`config.mk`:
```
export PLATFORM = sky130hd
export DESIGN_NAME = mc_sequencer
export DESIGN_NICKNAME = d
export VERILOG_FILES = /design/src/rtl/mc_sequencer.sv
export SDC_FILE = /design/constraint.sdc
export NUM_CORES = 1
export LEC_CHECK = 0
export ABC_AREA = 1
export BUFFER_PORTS_ARGS = -buffer_cell sky130_fd_sc_hd__buf_2
export CAP_MARGIN = 20
export CORE_MARGIN = 2
export CORE_UTILIZATION = 45
export DETAILED_ROUTE_END_ITERATION = 7
export PLACE_DENSITY = 0.84
export SLEW_MARGIN = 15
export SYNTH_ARGS = -nofsm -noshare
export SYNTH_HDL_FRONTEND = slang
export SYNTH_SLANG_ARGS = --single-unit
```
`constraint.sdc`:
```
create_clock -name clk -period 1.8 [get_ports clk]
set_clock_uncertainty 0.05 [all_clocks]
set_input_delay 0.18 -clock clk [delete_from_list [all_inputs] [get_ports clk]]
set_output_delay 0.18 -clock clk [all_outputs]
set_load 0.05 [all_outputs]
```
`src/rtl/mc_sequencer.sv`:
```
// mc_sequencer: multicycle control sequencer for the MIPS-subset datapath.
// The sequencer fetches a word over a ready/valid handshake, latches it into an
// instruction register and steps through FETCH, DECODE, EXEC, ADDR, MEM and WB.
// All datapath strobes are Moore outputs, decoded from state_q and the latched word.
// Handshake: a word transfers on a rising edge where instr_valid and instr_ready
// are both high. instr_ready is high only in FETCH. dmem_ack is honoured only in MEM.
// Optional feature: define RETIRE_CNT_EN to build the CNT_W-bit retired-instruction
// counter. Without the macro, retire_count is tied to zero.
module mc_sequencer #(
    parameter int MUL_CYCLES = 4,
    parameter int CNT_W      = 16
) (
    input  logic             clk,
    input  logic             rst_n,
    input  logic             run,
    input  logic             instr_valid,
    input  logic [31:0]      instruction,
    output logic             instr_ready,
    output logic             pc_inc,
    input  logic             dmem_ack,
    output logic             dmem_req,
    output logic [2:0]       alu_op,
    output logic             alu_src_imm,
    output logic             reg_we,
    output logic             reg_dst_rd,
    output logic             mem_to_reg,
    output logic             retired,
    output logic             illegal,
    output logic             busy,
    output logic [CNT_W-1:0] retire_count
);

    typedef enum logic [2:0] {
        S_IDLE   = 3'd0,
        S_FETCH  = 3'd1,
        S_DECODE = 3'd2,
        S_EXEC   = 3'd3,
        S_ADDR   = 3'd4,
        S_MEM    = 3'd5,
        S_WB     = 3'd6
    } state_t;

    localparam logic [2:0] OP_ADD = 3'b000;
    localparam logic [2:0] OP_SUB = 3'b001;
    localparam logic [2:0] OP_MUL = 3'b010;
    localparam logic [2:0] OP_AND = 3'b011;
    localparam logic [2:0] OP_OR  = 3'b100;

    // EXEC runs until the counter reads zero, so MUL loads one less than its cycle count.
    localparam logic [3:0] MUL_LOAD = 4'(MUL_CYCLES - 1);

    state_t      state_q, state_d;
    logic [31:0] ir_q, ir_d;
    logic [3:0]  cnt_q, cnt_d;

    logic       dec_rtype;
    logic       dec_lw;
    logic       dec_mul;
    logic       dec_illegal;
    logic [2:0] dec_op;

    // Only the opcode and funct fields steer the sequencer; the register and
    // offset fields go straight to the datapath.
    logic unused_ir_fields;
    assign unused_ir_fields = ^ir_q[25:6];

    // Decode the latched instruction word (never the live bus) into class and ALU op.
    always_comb begin
        dec_rtype = 1'b0;
        dec_lw    = 1'b0;
        dec_mul   = 1'b0;
        dec_op    = OP_ADD;
        if (ir_q[31:26] == 6'b001111) begin
            dec_rtype = 1'b1;
            case (ir_q[5:0])
                6'b100000: dec_op = OP_ADD;
                6'b100010: dec_op = OP_SUB;
                6'b110010: begin
                    dec_op  = OP_MUL;
                    dec_mul = 1'b1;
                end
                6'b100100: dec_op = OP_AND;
                6'b100101: dec_op = OP_OR;
                default:   dec_rtype = 1'b0;
            endcase
        end else if (ir_q[31:27] == 5'b01000) begin
            dec_lw = 1'b1;
        end
    end

    assign dec_illegal = !(dec_rtype || dec_lw);

    // Next-state, instruction-register and MUL-counter update plus Moore strobes.
    always_comb begin
        state_d     = state_q;
        ir_d        = ir_q;
        cnt_d       = cnt_q;
        instr_ready = 1'b0;
        pc_inc      = 1'b0;
        dmem_req    = 1'b0;
        alu_op      = OP_ADD;
        alu_src_imm = 1'b0;
        reg_we      = 1'b0;
        reg_dst_rd  = 1'b0;
        mem_to_reg  = 1'b0;
        retired     = 1'b0;
        illegal     = 1'b0;
        busy        = (state_q != S_IDLE);
        case (state_q)
            S_IDLE: begin
                if (run) begin
                    state_d = S_FETCH;
                end
            end
            S_FETCH: begin
                instr_ready = 1'b1;
                if (instr_valid) begin
                    ir_d    = instruction;
                    state_d = S_DECODE;
                end
            end
            S_DECODE: begin
                // The PC advance is reported one cycle after the accept edge.
                pc_inc = 1'b1;
                if (dec_illegal) begin
                    illegal = 1'b1;
                    state_d = run ? S_FETCH : S_IDLE;
                end else if (dec_rtype) begin
                    cnt_d   = dec_mul ? MUL_LOAD : 4'd0;
                    state_d = S_EXEC;
                end else begin
                    state_d = S_ADDR;
                end
            end
            S_EXEC: begin
                alu_op = dec_op;
                if (cnt_q == 4'd0) begin
                    state_d = S_WB;
                end else begin
                    cnt_d = cnt_q - 4'd1;
                end
            end
            S_ADDR: begin
                alu_src_imm = 1'b1;
                state_d     = S_MEM;
            end
            S_MEM: begin
                dmem_req    = 1'b1;
                alu_src_imm = 1'b1;
                if (dmem_ack) begin
                    state_d = S_WB;
                end
            end
            S_WB: begin
                reg_we     = 1'b1;
                retired    = 1'b1;
                reg_dst_rd = dec_rtype;
                mem_to_reg = dec_lw;
                state_d    = run ? S_FETCH : S_IDLE;
            end
            default: begin
                state_d = S_IDLE;
            end
        endcase
    end

    // State, instruction register and MUL counter; reset aborts any instruction in flight.
    always_ff @(posedge clk or negedge rst_n) begin
        if (!rst_n) begin
            state_q <= S_IDLE;
            ir_q    <= '0;
            cnt_q   <= '0;
        end else begin
            state_q <= state_d;
            ir_q    <= ir_d;
            cnt_q   <= cnt_d;
        end
    end

`ifdef RETIRE_CNT_EN
    logic [CNT_W-1:0] rcnt_q, rcnt_d;

    // Count each write-back cycle; illegal instructions never reach WB. Wraps naturally.
    always_comb begin
        rcnt_d = rcnt_q;
        if (state_q == S_WB) begin
            rcnt_d = rcnt_q + CNT_W'(1);
        end
    end

    // Retired-instruction counter register.
    always_ff @(posedge clk or negedge rst_n) begin
        if (!rst_n) begin
            rcnt_q <= '0;
        end else begin
            rcnt_q <= rcnt_d;
        end
    end

    assign retire_count = rcnt_q;
`else
    assign retire_count = '0;
`endif

endmodule

```
==> results of run 1 <==
synthesized netlist by cell type (all sizes together):
library cell   n  area share
o21ai          1      0.0037
o22ai          2      0.0093
nand2         31        0.11
nand3b         1      0.0056
a31o           1      0.0065
ha             2       0.019
inv           21       0.059
nand3         15       0.069
nor2          25       0.087
nand4          3       0.019
conb           1      0.0028
a21oi         11       0.058
clkinv         1      0.0037
dfrtp         19        0.36
or2            1      0.0047
nor3           3       0.020
buf           18        0.10
mux2           6       0.067
flip-flops by register name, indices dropped and copies added (netlist names):
signal	flops
cnt_q	4
ir_q	12
state_q	3
layer usage:
metal / wire length (um) / share of wire / vias up
met5: 0 / 0 / -
met4: 48 / 0.018 / 0
met3: 108 / 0.040 / 5
met2: 1450 / 0.54 / 32
met1: 1080 / 0.40 / 539
li1: - / - / 572
power by group through the flow:
stage	clock, mW	combinational (mW)	sequential (mW)
floorplan	0	1.06	0.736
finish	0.225	1.41	0.796
global route	0.238	1.54	0.822
global placement	0	1.19	0.761
detailed placement	0	1.22	0.774
CTS	0.224	1.29	0.796
final timing paths:
| path | start | endpoint | slack, ns |
|---|---|---|---|
| min in group asynchronous | rst_n | ir_q[29]$_DFFE_PN0P_ | 0.28 |
| max in group asynchronous | rst_n | ir_q[3]$_DFFE_PN0P_ | 1.09 |
| setup / recovery | ir_q[31]$_DFFE_PN0P_ | alu_op[0] | -0.05 |
| hold reg to reg | ir_q[31]$_DFFE_PN0P_ | ir_q[31]$_DFFE_PN0P_ | 0.49 |
| hold / removal | instruction[28] | ir_q[28]$_DFFE_PN0P_ | 0.04 |
| setup reg to reg | state_q[0]$_DFFE_PN0P_ | ir_q[4]$_DFFE_PN0P_ | 0.18 |
what timing repair did:
action	CTS	global route
endpoints found under the hold margin	19	0
setup endpoints to repair	5	6
pin swaps	2	6
gates resized for setup	19	10
hold buffers	1	0
buffers inserted	1	7
logic make-up after synthesis:
group                      share of synthesized area
adders and majority gates                     0.0187
buffers and inverters                          0.166
and+or+nand+nor                                0.312
AOI/OAI and AO/OA                             0.0776
muxes                                         0.0673
DFF                                            0.355
other                                        0.00280
through the flow:
step,power (mW),utilization,cell area [um^2],setup slack (ns)
final,2.43,0.597,1660,-0.0543
after floorplan,1.80,-,1410,-0.185
after global placement,1.95,0.527,1470,0.184
after global routing,2.60,0.597,1660,-0.120
after CTS,2.31,0.564,1570,-0.000515
after detailed placement,2.00,0.527,1470,0.154
worst max-delay path, cell delays in order, from the launching register on:
cell,delay [ns]
dfrtp_1,0.39
inv_2,0.08
nand4_1,0.14
nor2_4,0.20
nand2_1,0.15
a21oi_2,0.17
buf_6,0.18
layout make-up:
cell class              count  share of cell area
well taps                  31              0.0234
multi-input cells         118               0.469
inverters                  22              0.0505
flip-flops and latches     19               0.288
clock buffers               4              0.0158
repair buffers             40               0.153
==> summary.txt, run 1 <==
Status = finished with violations
Violated checks = negative setup slack
Number of nets still failing antenna checks after routing = 0
Antenna cells = 0
WL final = 2680 um
Most frequent cells in the layout = nand2_1 (24), buf_2 (24), dfrtp_1 (17)
Arr. time, crit path = 1.62 ns
Vias/cell = 4.91
#FFs+latches synth = 19
Critical Path End Type = primary output
Placed Cells = 221
Wire per inst = 11.5 um
Grt met2 use = 0.326
Post-layout minimum cycle time = 1.85 ns
Worst Reg-to-Reg Cells = 5
Hold Crit Class = input port to flip-flop
Sw Ratio = 0.501
Initial antenna violation count = 0
Critical path fanouts, max = 4
Clk network pwr share = 0.093
Number of global-route vias before repair = 1107
Logic gate share of total power = 0.580
Die Y = 58.5 um
Clk buf depth = 2
PortBufs = 29
Nature of the critical path startpoint = flip-flop
Layout cell share with drive strength beyond 1 = 0.498
P_leak = 0.898 nW
Via count = 1148
Remaining global-route overflow = 0
CTS tree = built
P_sw = 1.22 mW
Avg Cell Area, Syn = 8.26 um^2
Clk slew on worst S/H paths = 0.11 ns
RSZ-0062 raised after global routing = true
CTS root buf = clkbuf_4
Setup_tns = -0.150 ns
Yosys warning count = 0
PwrDens = 1460 nW/um^2
Final hold vios = 0
Gr usage total = 0.163
Total CTS buffers = 3
Synth Instances = 162
Pre-antenna DRT Iters = 4
# DRC = 0
Hold_ws = 0.0417 ns
DRT iter0 DRCs = 8
Clock sink total = 19
Int Power = 1.21 mW
Multi-input logic area = 779 um^2
Clk_lat worst skew = 0.31 ns
Register area = 478 um^2
Min-Delay Path Depth = 2
H-tree levels = 1
Fill cells = 249
Die Span X = 58.5 um
Final cycle utilization of the critical path = 1.03
Gr busiest metal = met2
Critical path data required time = 1.57 ns
Critical path type = flip-flop to primary output
Met3 global-route usage = 0.0154
Area growth, synth to finish = 24.0%
Row count = 19
Synth Cell Area = 1340 um^2
Dpl hpwl = 1960 um
GP Congestion = 0.824
Nets = 243
Max Slew Vio Count = 0
Final worst slack = -0.0543 ns
Core ar. = 2780 um^2
Maxcap violations = 0
GR Util met1 = 0.168
Unique cell type count in the Yosys netlist = 29
Die area = 3430 um^2
Seq/Total Area, Yosys = 0.355
I/O pin cnt = 66
Post-route non-filler standard cell count = 234
Largest net degree at the start of global routing = 20
Max IR drop VDD = 1170 uV
Fmax = 539 MHz
First-pass GRT wire length = 4310 um
Starting Density = 0.481
Share of power burned in registers = 0.328
# setup viols final = 4
Note: power is estimated with default switching activity, not from simulation.
==> run 2, diff against run 1 <==
- CORE_UTILIZATION: 45 -> 41
- GPL_TIMING_DRIVEN: default -> 0
- PLACE_DENSITY: 0.84 -> 0.81
- clock period: 1.8 -> 1.7 ns (I/O delays scaled with it)
==> summary.txt, run 2 (synthesis results as in run 1) <==
PwrDens = 1470 nW/um^2 (was 1460 nW/um^2)
Row count = 20 (was 19)
Final cycle utilization of the critical path = 1.03
Share of power burned in registers = 0.307 (was 0.328)
Antenna cells = 0 (unchanged)
Core ar. = 3080 um^2 (was 2780 um^2)
Vias/cell = 4.46 (was 4.91)
Pre-CTS WS = -0.139 ns (was 0.154 ns)
I/O pin cnt = 66 (unchanged)
P_leak = 1.01 nW (was 0.898 nW)
Number of global-route vias before repair = 1101 (was 1107)
Final worst slack = -0.0580 ns (was -0.0543 ns)
DRT iter0 DRCs = 38 (was 8)
Max IR drop VDD = 777 uV (was 1170 uV)
First-pass GRT wire length = 4610 um (was 4310 um)
Arr. time, crit path = 1.54 ns (was 1.62 ns)
Maxcap violations = 0 (unchanged)
Register area = 482 um^2 (was 478 um^2)
Int Power = 1.44 mW (was 1.21 mW)
Post-route non-filler standard cell count = 270 (was 234)
Top flop regs = ir_q x12, cnt_q x4, state_q x3 (unchanged)
H-tree levels = 1 (unchanged)
Nature of the critical path startpoint = flip-flop (unchanged)
Post-Layout Inst Area = 1870 um^2 (was 1660 um^2)
Clk slew on worst S/H paths = 0.11 ns (about the same)
P_sw = 1.32 mW (was 1.22 mW)
Most frequent cells in the layout = buf_4 (36), nand2_1 (24), buf_2 (19) (was nand2_1 (24), buf_2 (24), dfrtp_1 (17))
Initial antenna violation count = 0 (unchanged)
Critical path type = flip-flop to primary output (unchanged)
Number of nets still failing antenna checks after routing = 0 (unchanged)
WL final = 2760 um (was 2680 um)
Final Power = 2.76 mW (was 2.43 mW)
CTS tree = built (unchanged)
Die Span X = 61.1 um (was 58.5 um)
Clk buf depth = 2 (unchanged)
Post-layout minimum cycle time = 1.76 ns
GP Congestion = 0.833 (was 0.824)
Clock sink total = 19 (unchanged)
Nets = 266 (was 243)
Gr usage total = 0.167 (was 0.163)
Placed cell area = 1610 um^2 (was 1470 um^2)
Sw Ratio = 0.479 (was 0.501)
Die Y = 61.1 um (was 58.5 um)
Critical Path End Type = primary output (unchanged)
Violated checks = negative setup slack (unchanged)
Layout cell share with drive strength beyond 1 = 0.566 (was 0.498)
Die area = 3740 um^2 (was 3430 um^2)
Total CTS buffers = 3 (unchanged)
Multi-input logic area = 774 um^2 (was 779 um^2)
Status = finished with violations (unchanged)
Final hold vios = 0 (unchanged)
Post-layout util = 0.609 (was 0.597)
Critical path fanouts, max = 3 (was 4)
Hold_ws = 0.0292 ns (was 0.0417 ns)
Fmax = 569 MHz
Clk_lat worst skew = 0.31 ns (about the same)
Largest Register = ir_q (unchanged)
Logic gate share of total power = 0.607 (was 0.580)
Wire per inst = 10.2 um (was 11.5 um)
PortBufs = 29 (unchanged)
# DRC = 0 (unchanged)
Pre-antenna DRT Iters = 4 (unchanged)
CTS root buf = clkbuf_4 (unchanged)
Critical path data required time = 1.48 ns (was 1.57 ns)
Via count = 1205 (was 1148)
Hold Crit Class = input port to flip-flop (unchanged)
Commonest non-fill, non-tap cell in the layout = buf_4
Clk network pwr share = 0.086 (was 0.093)
Largest net degree at the start of global routing = 20 (unchanged)
Largest register FFs = 12 (unchanged)
Setup_tns = -0.0771 ns (was -0.150 ns)
Fill cells = 279 (was 249)
Remaining global-route overflow = 0 (unchanged)
Dpl hpwl = 1970 um (was 1960 um)
Max Slew Vio Count = 0 (unchanged)
Area growth, synth to finish = 39.9% (was 24.0%)
# setup viols final = 2 (was 4)
RSZ-0062 raised after global routing = true (unchanged)
Starting Density = 0.435 (was 0.481)
Placed Cells = 250 (was 221)
run 2: cell count changes in the layout (fill, tap and decap cells not counted), moves of 3 or more:
cell	change
buf_6	+3
buf_4	+24
dfrtp_1	-3
dfrtp_2	+3
buf_2	-5
run 2: per-layer routing:
metal	share of wire	GRT usage	vias up
met4	0.028	0.0963	0
met1	0.41	0.204	546
met2	0.51	0.284	39
li1	-	-	613
met5	0	0	-
met3	0.052	0.0189	7
run 2: layout make-up:
| type | instances | share of cell area |
|---|---|---|
| well taps | 44 | 0.0294 |
| repair buffers | 45 | 0.166 |
| clock buffers | 3 | 0.0120 |
| plain buffers | 18 | 0.0741 |
| clock inverters | 1 | 0.00267 |
| inverters | 22 | 0.0448 |
| multi-input cells | 118 | 0.413 |
| flip-flops and latches | 19 | 0.257 |
run 2: timing repair:
item | CTS | global route
pin swaps | 11 | 5
resized for setup | 27 | 11
buffers inserted | 12 | 3
endpoints found under the setup margin | 7 | 10
hold buffers | 1 | 0
hold endpoints to repair | 19 | 0
run 2: worst paths after layout:
| kind | from | end | slack [ns] | cells past startpoint |
|---|---|---|---|---|
| setup / recovery | ir_q[3]$_DFFE_PN0P_ | reg_dst_rd | -0.06 | 8 |
| min in group asynchronous | rst_n | cnt_q[0]$_DFFE_PN0P_ | 0.27 | 2 |
| hold reg to reg | ir_q[26]$_DFFE_PN0P_ | ir_q[26]$_DFFE_PN0P_ | 0.48 | 1 |
| max in group asynchronous | rst_n | ir_q[0]$_DFFE_PN0P_ | 1.01 | 2 |
| hold / removal | instruction[26] | ir_q[26]$_DFFE_PN0P_ | 0.03 | 2 |
| setup reg to reg | state_q[1]$_DFFE_PN0P_ | ir_q[4]$_DFFE_PN0P_ | 0.20 | 4 |
run 2: power groups by stage:
stage / Combinational [mW] / Clock, mW / Sequential (mW)
2_1_floorplan: 1.13 / 0 / 0.781
3_3_place_gp: 1.31 / 0 / 0.809
3_5_place_dp: 1.33 / 0 / 0.817
4_1_cts: 1.59 / 0.241 / 0.816
5_1_grt: 1.83 / 0.261 / 0.872
6_report: 1.67 / 0.237 / 0.846
run 2: critical path, cell delays in order (launching register included):
cell and delay [ns]:
dfrtp_2 0.46, nor2_4 0.14, nand3_2 0.11, nand2_2 0.09, inv_2 0.04, nand2_4 0.07, nand2_1 0.06, nor2_2 0.09
buf_6 0.16
